==> config.mk <==
export PLATFORM = sky130hd
export DESIGN_NAME = bin_bcd
export DESIGN_NICKNAME = d
export VERILOG_FILES = /design/src/rtl/bin_bcd_pkg.sv /design/src/rtl/bin_bcd_digit_adj.sv /design/src/rtl/bin_bcd.sv
export SDC_FILE = /design/constraint.sdc
export NUM_CORES = 1
export LEC_CHECK = 0
export ABC_AREA = 1
export CAP_MARGIN = 20
export CORE_MARGIN = 10
export CORE_UTILIZATION = 49
export DETAILED_ROUTE_END_ITERATION = 7
export GPL_ROUTABILITY_DRIVEN = 0
export HOLD_SLACK_MARGIN = 0.02
export PLACE_DENSITY = 0.87
export SLEW_MARGIN = 10
export SYNTH_ARGS = -nofsm -noshare
export SYNTH_HDL_FRONTEND = slang
export SYNTH_SLANG_ARGS = --single-unit
==> constraint.sdc <==
create_clock -name clk -period 3.4 [get_ports clk]
set_clock_uncertainty 0.2 [all_clocks]
set_input_delay 0.68 -clock clk [delete_from_list [all_inputs] [get_ports clk]]
set_output_delay 0.68 -clock clk [all_outputs]
set_load 0.02 [all_outputs]
==> src/rtl/bin_bcd_pkg.sv <==
// Shared types and elaboration-time helpers for the bin_bcd converter.
package bin_bcd_pkg;

  typedef enum logic [1:0] {
    ST_IDLE  = 2'd0,
    ST_SHIFT = 2'd1,
    ST_DONE  = 2'd2
  } state_e;

  // Each decimal digit needs at least log2(10) > 3 bits, so n/3+1 digits always holds the value.
  function automatic int dig_int(input int size_bin);
    return size_bin / 3 + 1;
  endfunction

  function automatic int cnt_width(input int size_bin);
    return $clog2(size_bin + 1);
  endfunction

  function automatic logic [63:0] pow10_minus1(input int n);
    logic [63:0] p;
    p = 64'd1;
    for (int i = 0; i < n; i++) p = p * 64'd10;
    return p - 64'd1;
  endfunction

endpackage

==> src/rtl/bin_bcd_digit_adj.sv <==
// Double-dabble correction cell: one BCD digit, add 3 when the digit is 5 or more.
module bcd_digit_adj (
  input  logic [3:0] d_i,
  output logic [3:0] d_o
);

  assign d_o = (d_i >= 4'd5) ? d_i + 4'd3 : d_i;

endmodule

==> src/rtl/bin_bcd.sv <==
// Iterative binary-to-packed-BCD converter, one input bit per clock (double dabble).
// Build option BIN_BCD_SAT_EN: saturate data_bcd to all nines when the value does not fit.
module bin_bcd
  import bin_bcd_pkg::*;
#(
  parameter int SIZE_bin = 24,
  parameter int SIZE_bcd = 28
) (
  input  logic                clk,
  input  logic                rst,
  input  logic                start,
  input  logic [SIZE_bin-1:0] data_bin,
  output logic                busy,
  output logic [SIZE_bcd-1:0] data_bcd,
  output logic                valid,
  output logic                overflow
);

  localparam int          NDIG    = SIZE_bcd / 4;
  localparam int          DIG_INT = dig_int(SIZE_bin);
  localparam int          ACC_W   = 4 * DIG_INT;
  localparam int          CNT_W   = cnt_width(SIZE_bin);
  localparam logic [63:0] THR     = pow10_minus1(NDIG);

  // Handshake: start is honoured only in IDLE; busy spans accept edge to result edge;
  // valid is a one-cycle pulse that coincides with a fresh data_bcd/overflow.
  state_e                state_q, state_d;
  logic [CNT_W-1:0]      cnt_q, cnt_d;
  logic [SIZE_bin-1:0]   sh_q, sh_d;
  logic [ACC_W-1:0]      acc_q, acc_d;
  logic                  ovf_int_q, ovf_int_d;
  logic [SIZE_bcd-1:0]   bcd_q, bcd_d;
  logic                  valid_q, valid_d;
  logic                  busy_q, busy_d;
  logic                  overflow_q, overflow_d;

  logic [ACC_W-1:0]          acc_adj;
  logic [ACC_W+SIZE_bin-1:0] shifted;
  logic [SIZE_bcd-1:0]       trunc;
  logic [SIZE_bcd-1:0]       result;

  for (genvar g = 0; g < DIG_INT; g++) begin : g_adj
    bcd_digit_adj u_adj (
      .d_i (acc_q[g*4 +: 4]),
      .d_o (acc_adj[g*4 +: 4])
    );
  end

  if (ACC_W >= SIZE_bcd) begin : g_trunc_slice
    assign trunc = acc_q[SIZE_bcd-1:0];
  end else begin : g_trunc_pad
    assign trunc = {{(SIZE_bcd-ACC_W){1'b0}}, acc_q};
  end

`ifdef BIN_BCD_SAT_EN
  assign result = ovf_int_q ? {NDIG{4'h9}} : trunc;
`else
  assign result = trunc;
`endif

  assign shifted = {acc_adj, sh_q} << 1;

  always_comb begin
    state_d    = state_q;
    cnt_d      = cnt_q;
    sh_d       = sh_q;
    acc_d      = acc_q;
    ovf_int_d  = ovf_int_q;
    bcd_d      = bcd_q;
    valid_d    = 1'b0;
    busy_d     = busy_q;
    overflow_d = overflow_q;
    case (state_q)
      ST_IDLE: begin
        if (start) begin
          sh_d      = data_bin;
          acc_d     = '0;
          cnt_d     = '0;
          ovf_int_d = (64'(data_bin) > THR);
          busy_d    = 1'b1;
          state_d   = ST_SHIFT;
        end
      end
      ST_SHIFT: begin
        {acc_d, sh_d} = shifted;
        cnt_d         = cnt_q + CNT_W'(1);
        if (cnt_q == CNT_W'(SIZE_bin - 1)) state_d = ST_DONE;
      end
      ST_DONE: begin
        bcd_d      = result;
        overflow_d = ovf_int_q;
        valid_d    = 1'b1;
        busy_d     = 1'b0;
        state_d    = ST_IDLE;
      end
      default: state_d = ST_IDLE;
    endcase
  end

  always_ff @(posedge clk or posedge rst) begin
    if (rst) begin
      state_q    <= ST_IDLE;
      cnt_q      <= '0;
      sh_q       <= '0;
      acc_q      <= '0;
      ovf_int_q  <= 1'b0;
      bcd_q      <= '0;
      valid_q    <= 1'b0;
      busy_q     <= 1'b0;
      overflow_q <= 1'b0;
    end else begin
      state_q    <= state_d;
      cnt_q      <= cnt_d;
      sh_q       <= sh_d;
      acc_q      <= acc_d;
      ovf_int_q  <= ovf_int_d;
      bcd_q      <= bcd_d;
      valid_q    <= valid_d;
      busy_q     <= busy_d;
      overflow_q <= overflow_d;
    end
  end

  assign busy     = busy_q;
  assign data_bcd = bcd_q;
  assign valid    = valid_q;
  assign overflow = overflow_q;

endmodule

==> results.md, run 1 <==
- VDD IR-drop max: 0.3363 mV
- Clock Latency Late Sink: 0.35 ns
- Pwr dens: 825.7 mW/mm²
- Worst path depth: 1
- Final net count: roughly 580
- Multi-input logic area: ~0.0016 mm²
- Max Slew Vio Count: 0
- Vias per cell: roughly 5.3
- Nature of the critical path startpoint: flop
- Cells on Worst Hold Path: 1
- Die H: 112.8 µm
- Final setup margin: 1.180 ns
- PostCTS Resize Cnt: 0
- Sequential share of the synthesized area: 53.94%
- Buf/Inv on CP: 1
- Mapped cell area: 0.004222 mm²
- Storage cell area: 0.002277 mm²
- Fin cells: 646
- Number of remaining DRC errors: 0
- Cells after Synth: 483
- Root buffer cell: clkbuf_8
- Die area: 0.01273 mm²
- Yosys warns: 0
- First-iteration detailed-routing DRC count: 182
- Clock tree buffer depth: 2
- Cts bufs inserted: 9
- Pre-antenna DRT Iters: 5
- Initial Util: slightly above 50%
- Worst slack, placed: 1.134 ns
- Vias in the first global route: 3430
- CTS H-tree depth: 3
- Fin. Hold Viols: 0
- Total routed wirelength: 8877 µm
- R2R cell count: 8
- Core Region: 0.008299 mm²
- Largest net degree at the start of global routing: 59
- Initial antenna violation count: 0
- Congestion Overflow GR: 0
- IO Pins: 58
- Flops & latches, synth: roughly 90
- WS Path Type: reg -> out
- Port bufs: 57
- Layout Area Growth over Synthesis: 20.48%
- Crit-path max FO: 2
- Mean Syn Cell Area: 8.740 µm²
- Row count: 33
- Inst Count DP: 630
- Ratio of final minimum period to clock period: about two thirds
- Post-CTS Setup Bufs: 0
- Slew margin rel.: between 50% and 60%
- Crit-path max cell delay: around 0.61 ns
- Data arrival, critical path: 1.34 ns
- Max-cap violations: 0
- Slew @ Worst Pin: 0.7337 ns
- Min Tclk post-route: 2.220 ns
- Worst-path cell chain: clkdlybuf4s50_1
- Run status: finished clean
- Crit path capture type: output pin
- Tightest Hold Check Type: reg -> reg
- Crit path required time: 2.52 ns
- DPL Wire Length: roughly 6400 µm
- Die width: around 110 µm
- CTS tree: done
- Share of post-route cells with drive strength above 1: 6.100%
- ANT cells: 0
- Fin Setup TNS: 0 ns
- Slowest cell on crit path: clkdlybuf4s50_1
- Setup violations, final: 0
- Routed len/inst: roughly 14 µm
- Yosys cell types: 23
- Hold_buf cts: 0
- Leakage Power: 2.409 nW
- GRT Total Usage: 14.17%
- RSZ-0062 raised after global routing: no
- CP delay by family, top: buffers and inverters
- Fillcell total: 694
- Peak clock frequency supported by timing: 0.4505 GHz
- Detail Route Antenna Nets: 0
- Clock transition at the registers of the reported paths: 0.09 ns
- Mapped Nets: 525
- CTS sink count: 91
- First-pass GRT wire length: about 16000 µm
- Vias: 3408
==> registers in the layout (all words and copies together), names as in the netlist <==
| name | cells |
|---|---|
| cnt_q | 5 |
| data_bcd | 28 |
| overflow | 1 |
| ovf_int_q | 1 |
| busy | 1 |
| sh_q | 24 |
| acc_q | 28 |
| valid | 1 |
| state_q | 2 |
==> power by group <==
group	internal [mW]	switching, mW	total (mW)
Clock	0.414	0.382	0.796
Combinational	0.664	1.03	1.69
Sequential	1.47	0.248	1.71
==> cells in the mapped netlist <==
cell / number / area, µm²
clkbuf_1: 3 / 11.26
a21oi_1: 10 / 50.05
buf_2: 13 / 65.06
a22o_1: 2 / 17.52
inv_2: 4 / 15.01
nor2_1: 21 / 78.83
nand2_2: 1 / 6.260
buf_4: 3 / 22.52
or2_2: 5 / 31.28
o21ai_1: 6 / 30.03
mux2i_1: 1 / 10.01
inv_1: 49 / 183.9
o21ai_0: 60 / 300.3
o221ai_1: 3 / 26.28
o22ai_1: 13 / 81.33
xor2_1: 5 / 43.79
dfrtp_1: 91 / 2277
nand2_1: 131 / 491.7
ha_1: 15 / 187.7
nand3_1: 27 / 135.1
nor2_2: 1 / 6.260
nor2_4: 2 / 22.52
o211ai_1: 17 / 127.6
==> stage by stage <==
stage	hold slack (ns)	power, mW	util (%)	area, µm²
global placement	0.2644	3.279	58.66	4868
CTS	0.2858	4.221	61.28	5086
global route	0.3049	4.558	61.28	5086
finish	0.2821	4.200	61.28	5086
detailed placement	0.2687	3.417	58.66	4868
floorplan	0.2461	2.957	-	4222
==> routing by layer <==
| layer | vias up | share of wire [%] | global-route usage (%) |
|---|---|---|---|
| met5 | - | 0 | 0 |
| met4 | 0 | 1.2 | 4.146 |
| met3 | 12 | 6.7 | 5.177 |
| met2 | 93 | 47 | 23.00 |
| met1 | 1617 | 45 | 17.25 |
| li1 | 1686 | - | - |
==> layout make-up <==
class                      count  share of cell area, %
clock inverter                 6                  1.771
sequential                    91                  44.77
clock buffer                  10                  2.509
timing repair buffer          61                  12.05
multi-input combinational    320                  32.37
tap                          105                  2.583
inverter                      53                  3.936
==> cell usage in the layout (no fill, tap or decap) <==
cell type and instances:
bufinv_16 2, nor2_1 21, clkbuf_1 1, or2_2 5
nand2_1 131, inv_2 4, mux2i_1 1, nor2_4 2
clkdlybuf4s50_1 57, nor2_2 1, o21ai_1 6, dfrtp_1 91
clkbuf_8 9, a22o_1 2, ha_1 15, o221ai_1 3
clkinv_2 1, inv_1 48, o21ai_0 60, a21oi_1 10
clkinvlp_4 4, o22ai_1 13, buf_4 3, o211ai_1 17
nand2_2 1, nand3_1 27, buf_12 1, xor2_1 5
==> worst paths after layout <==
check | startpoint | slack, ns | end
setup / recovery | data_bcd[22] | 1.18 | data_bcd[22]
hold / removal | cnt_q[4] | 0.28 | cnt_q[4]
setup reg to reg | acc_q[20] | 1.50 | acc_q[21]
hold reg to reg | cnt_q[4] | 0.28 | cnt_q[4]
max in group asynchronous | rst | 1.77 | data_bcd[0]
min in group asynchronous | rst | 0.54 | data_bcd[17]
==> cell families (layout without fill, tap and decap cells) <==
family	Yosys count	in the layout	synth area share, %
and+or+nand+nor	188	188	18.29
adders and majority gates	15	15	4.446
buffers and inverters	72	130	7.054
AOI/OAI and AO/OA	111	111	15.00
xor gates and xnor gates	5	5	1.037
muxes	1	1	0.2371
DFF	91	91	53.94
Note: power is estimated with default switching activity, not from simulation.
==> run 2: changes to the inputs <==
clock period = 1.9 ns   (was 3.4 ns; I/O delays follow)
==> results.md, run 2 (synthesis gave the netlist of run 1 again) <==
- Port bufs: 57 (unchanged)
- Clock tree buffer depth: 2 (unchanged)
- RR Startpoint: acc_q[24] (was acc_q[20])
- Detail Route Antenna Nets: 0 (unchanged)
- Pwr dens: 1477 mW/mm² (was 825.7 mW/mm²)
- Initial Util: 50.87% (unchanged)
- Fin Setup TNS: 0 ns (unchanged)
- Worst slack, placed: 0.07518 ns (was 1.134 ns)
- Min Tclk post-route: 1.814 ns
- Max Slew Vio Count: 0 (unchanged)
- Leakage Power: 2.522 nW (was 2.409 nW)
- Hold_buf cts: 0 (unchanged)
- Core Region: 0.008299 mm² (unchanged)
- Vias in the first global route: 3461 (was 3430)
- Crit path required time: 1.94 ns (was 2.52 ns)
- Slew @ Worst Pin: 0.4708 ns (was 0.7337 ns)
- Vias per cell: 5.372 (was 5.276)
- Final net count: 585 (was 578)
- Crit path capture type: flop (was output pin)
- Cts bufs inserted: 9 (unchanged)
- Row count: 33 (unchanged)
- Clock transition at the registers of the reported paths: 0.10 ns (was 0.09 ns)
- Ratio of final minimum period to clock period: 95.49%
- Peak clock frequency supported by timing: 0.5512 GHz
- Share of post-route cells with drive strength above 1: 7.847% (was 6.100%)
- Routed len/inst: 14.43 µm (was 13.74 µm)
- Multi-input logic area: 0.001655 mm² (was 0.001647 mm²)
- Reg2reg end: acc_q[26] (was acc_q[21])
- Leading cell type in the layout, fill and taps excluded: nand2_1 (unchanged)
- Setup violations, final: 0 (unchanged)
- DPL Wire Length: 6582 µm (was 6354 µm)
- Data arrival, critical path: 1.86 ns (was 1.34 ns)
- Max-cap violations: 0 (unchanged)
- CTS tree: done (unchanged)
- Pre-antenna DRT Iters: 4 (was 5)
- Largest net degree at the start of global routing: 92 (was 59)
- ANT cells: 0 (unchanged)
- Slew margin rel.: 68.61% (was 51.03%)
- CTS H-tree depth: 3 (unchanged)
- Final setup margin: 0.08571 ns (was 1.180 ns)
- Vias: 3508 (was 3408)
- IO Pins: 58 (unchanged)
- Congestion Overflow GR: 0 (unchanged)
- Clock Latency Late Sink: 0.37 ns (was 0.35 ns)
- R2R cell count: 7 (was 8)
- Die H: 112.8 µm (unchanged)
- Number of remaining DRC errors: 0 (unchanged)
- Run status: finished clean (unchanged)
- Storage cell area: 0.002277 mm² (unchanged)
- CTS sink count: 91 (unchanged)
- Worst reg-to-reg setup slack: 0.09 ns (was 1.50 ns)
- Initial antenna violation count: 0 (unchanged)
- Die width: 112.8 µm (unchanged)
- Root buffer cell: clkbuf_8 (unchanged)
- Total routed wirelength: 9424 µm (was 8877 µm)
- VDD IR-drop max: 0.6696 mV (was 0.3363 mV)
- Most frequent cells in the layout: 131 x nand2_1, 91 x dfrtp_1, 58 x o21ai_0 (was 131 x nand2_1, 91 x dfrtp_1, 60 x o21ai_0)
- Crit-path max FO: 4 (was 2)
- Layout Area Growth over Synthesis: 20.95% (was 20.48%)
- First-iteration detailed-routing DRC count: 161 (was 182)
- Nature of the critical path startpoint: flop (unchanged)
- RSZ-0062 raised after global routing: no (unchanged)
- Tightest Hold Check Type: in -> async (was reg -> reg)
- Die area: 0.01273 mm² (unchanged)
- Fillcell total: 690 (was 694)
- Fin. Hold Viols: 0 (unchanged)
- First-pass GRT wire length: 16080 µm (was 15510 µm)
- WS Path Type: reg -> reg (was reg -> out)
- GRT Total Usage: 14.95% (was 14.17%)
[run 2: worst max path at each step]
stage | from | to | slack, ns | depth (start not counted)
finish | acc_q[24] | acc_q[26] | 0.09 | 7
global route | acc_q[0] | acc_q[2] | 0.002 | 7
CTS | acc_q[20] | acc_q[21] | 0.07 | 8
detailed placement | start | sh_q[12] | 0.08 | 6
global placement | start | sh_q[14] | 0.15 | 6
floorplan | rst | acc_q[0] | 0.26 | 1
[run 2: power by group]
group | switching [mW] | leakage (nW) | total [mW] | internal [mW]
sequential | 0.444 | 1.13 | 3.07 | 2.62
clock | 0.730 | 0.0962 | 1.35 | 0.617
combinational | 1.90 | 1.30 | 3.13 | 1.22
total | 3.08 | 2.52 | 7.54 | 4.46
[run 2: final cells by class]
type / instances / share of cell area [%]
Clock inverter: 7 / 1.495
Tap cell: 105 / 2.573
Timing Repair Buffer: 68 / 12.52
Multi-Input combinational cell: 320 / 32.42
Inverter: 53 / 3.970
Clock buffer: 9 / 2.426
Sequential cell: 91 / 44.60
[run 2: repair_timing]
item,CTS,global route
setup buffers,0,2
endpoints found under the setup margin,31,7
resized for setup,31,4
endpoints found under the hold margin,0,0
[run 2: routing by layer]
layer | wire length [µm] | global-route usage (%)
met5 | 0 | 0
met4 | 182 | 6.345
met3 | 658 | 4.068
met2 | 4452 | 23.89
met1 | 4130 | 18.63
[run 2: through the flow]
step	utilization [%]	hold slack, ns	instance area [µm²]	std cells	power, mW
2_1_floorplan	-	0.2461	4225	483	5.292
3_3_place_gp	59.29	0.2621	4921	635	5.938
4_1_cts	61.24	0.2850	5082	651	7.509
6_report	61.53	0.2710	5106	653	7.542
5_1_grt	61.53	0.3190	5106	653	8.180
3_5_place_dp	59.29	0.2676	4921	635	6.194
[run 2: critical path, cell delays in order, from the launching register on]
cell and delay (ns):
dfrtp_1 0.41, inv_1 0.09, ha_1 0.21, or2_2 0.31, nand3_1 0.16, nand2_1 0.08, o211ai_1 0.10, o21ai_0 0.13
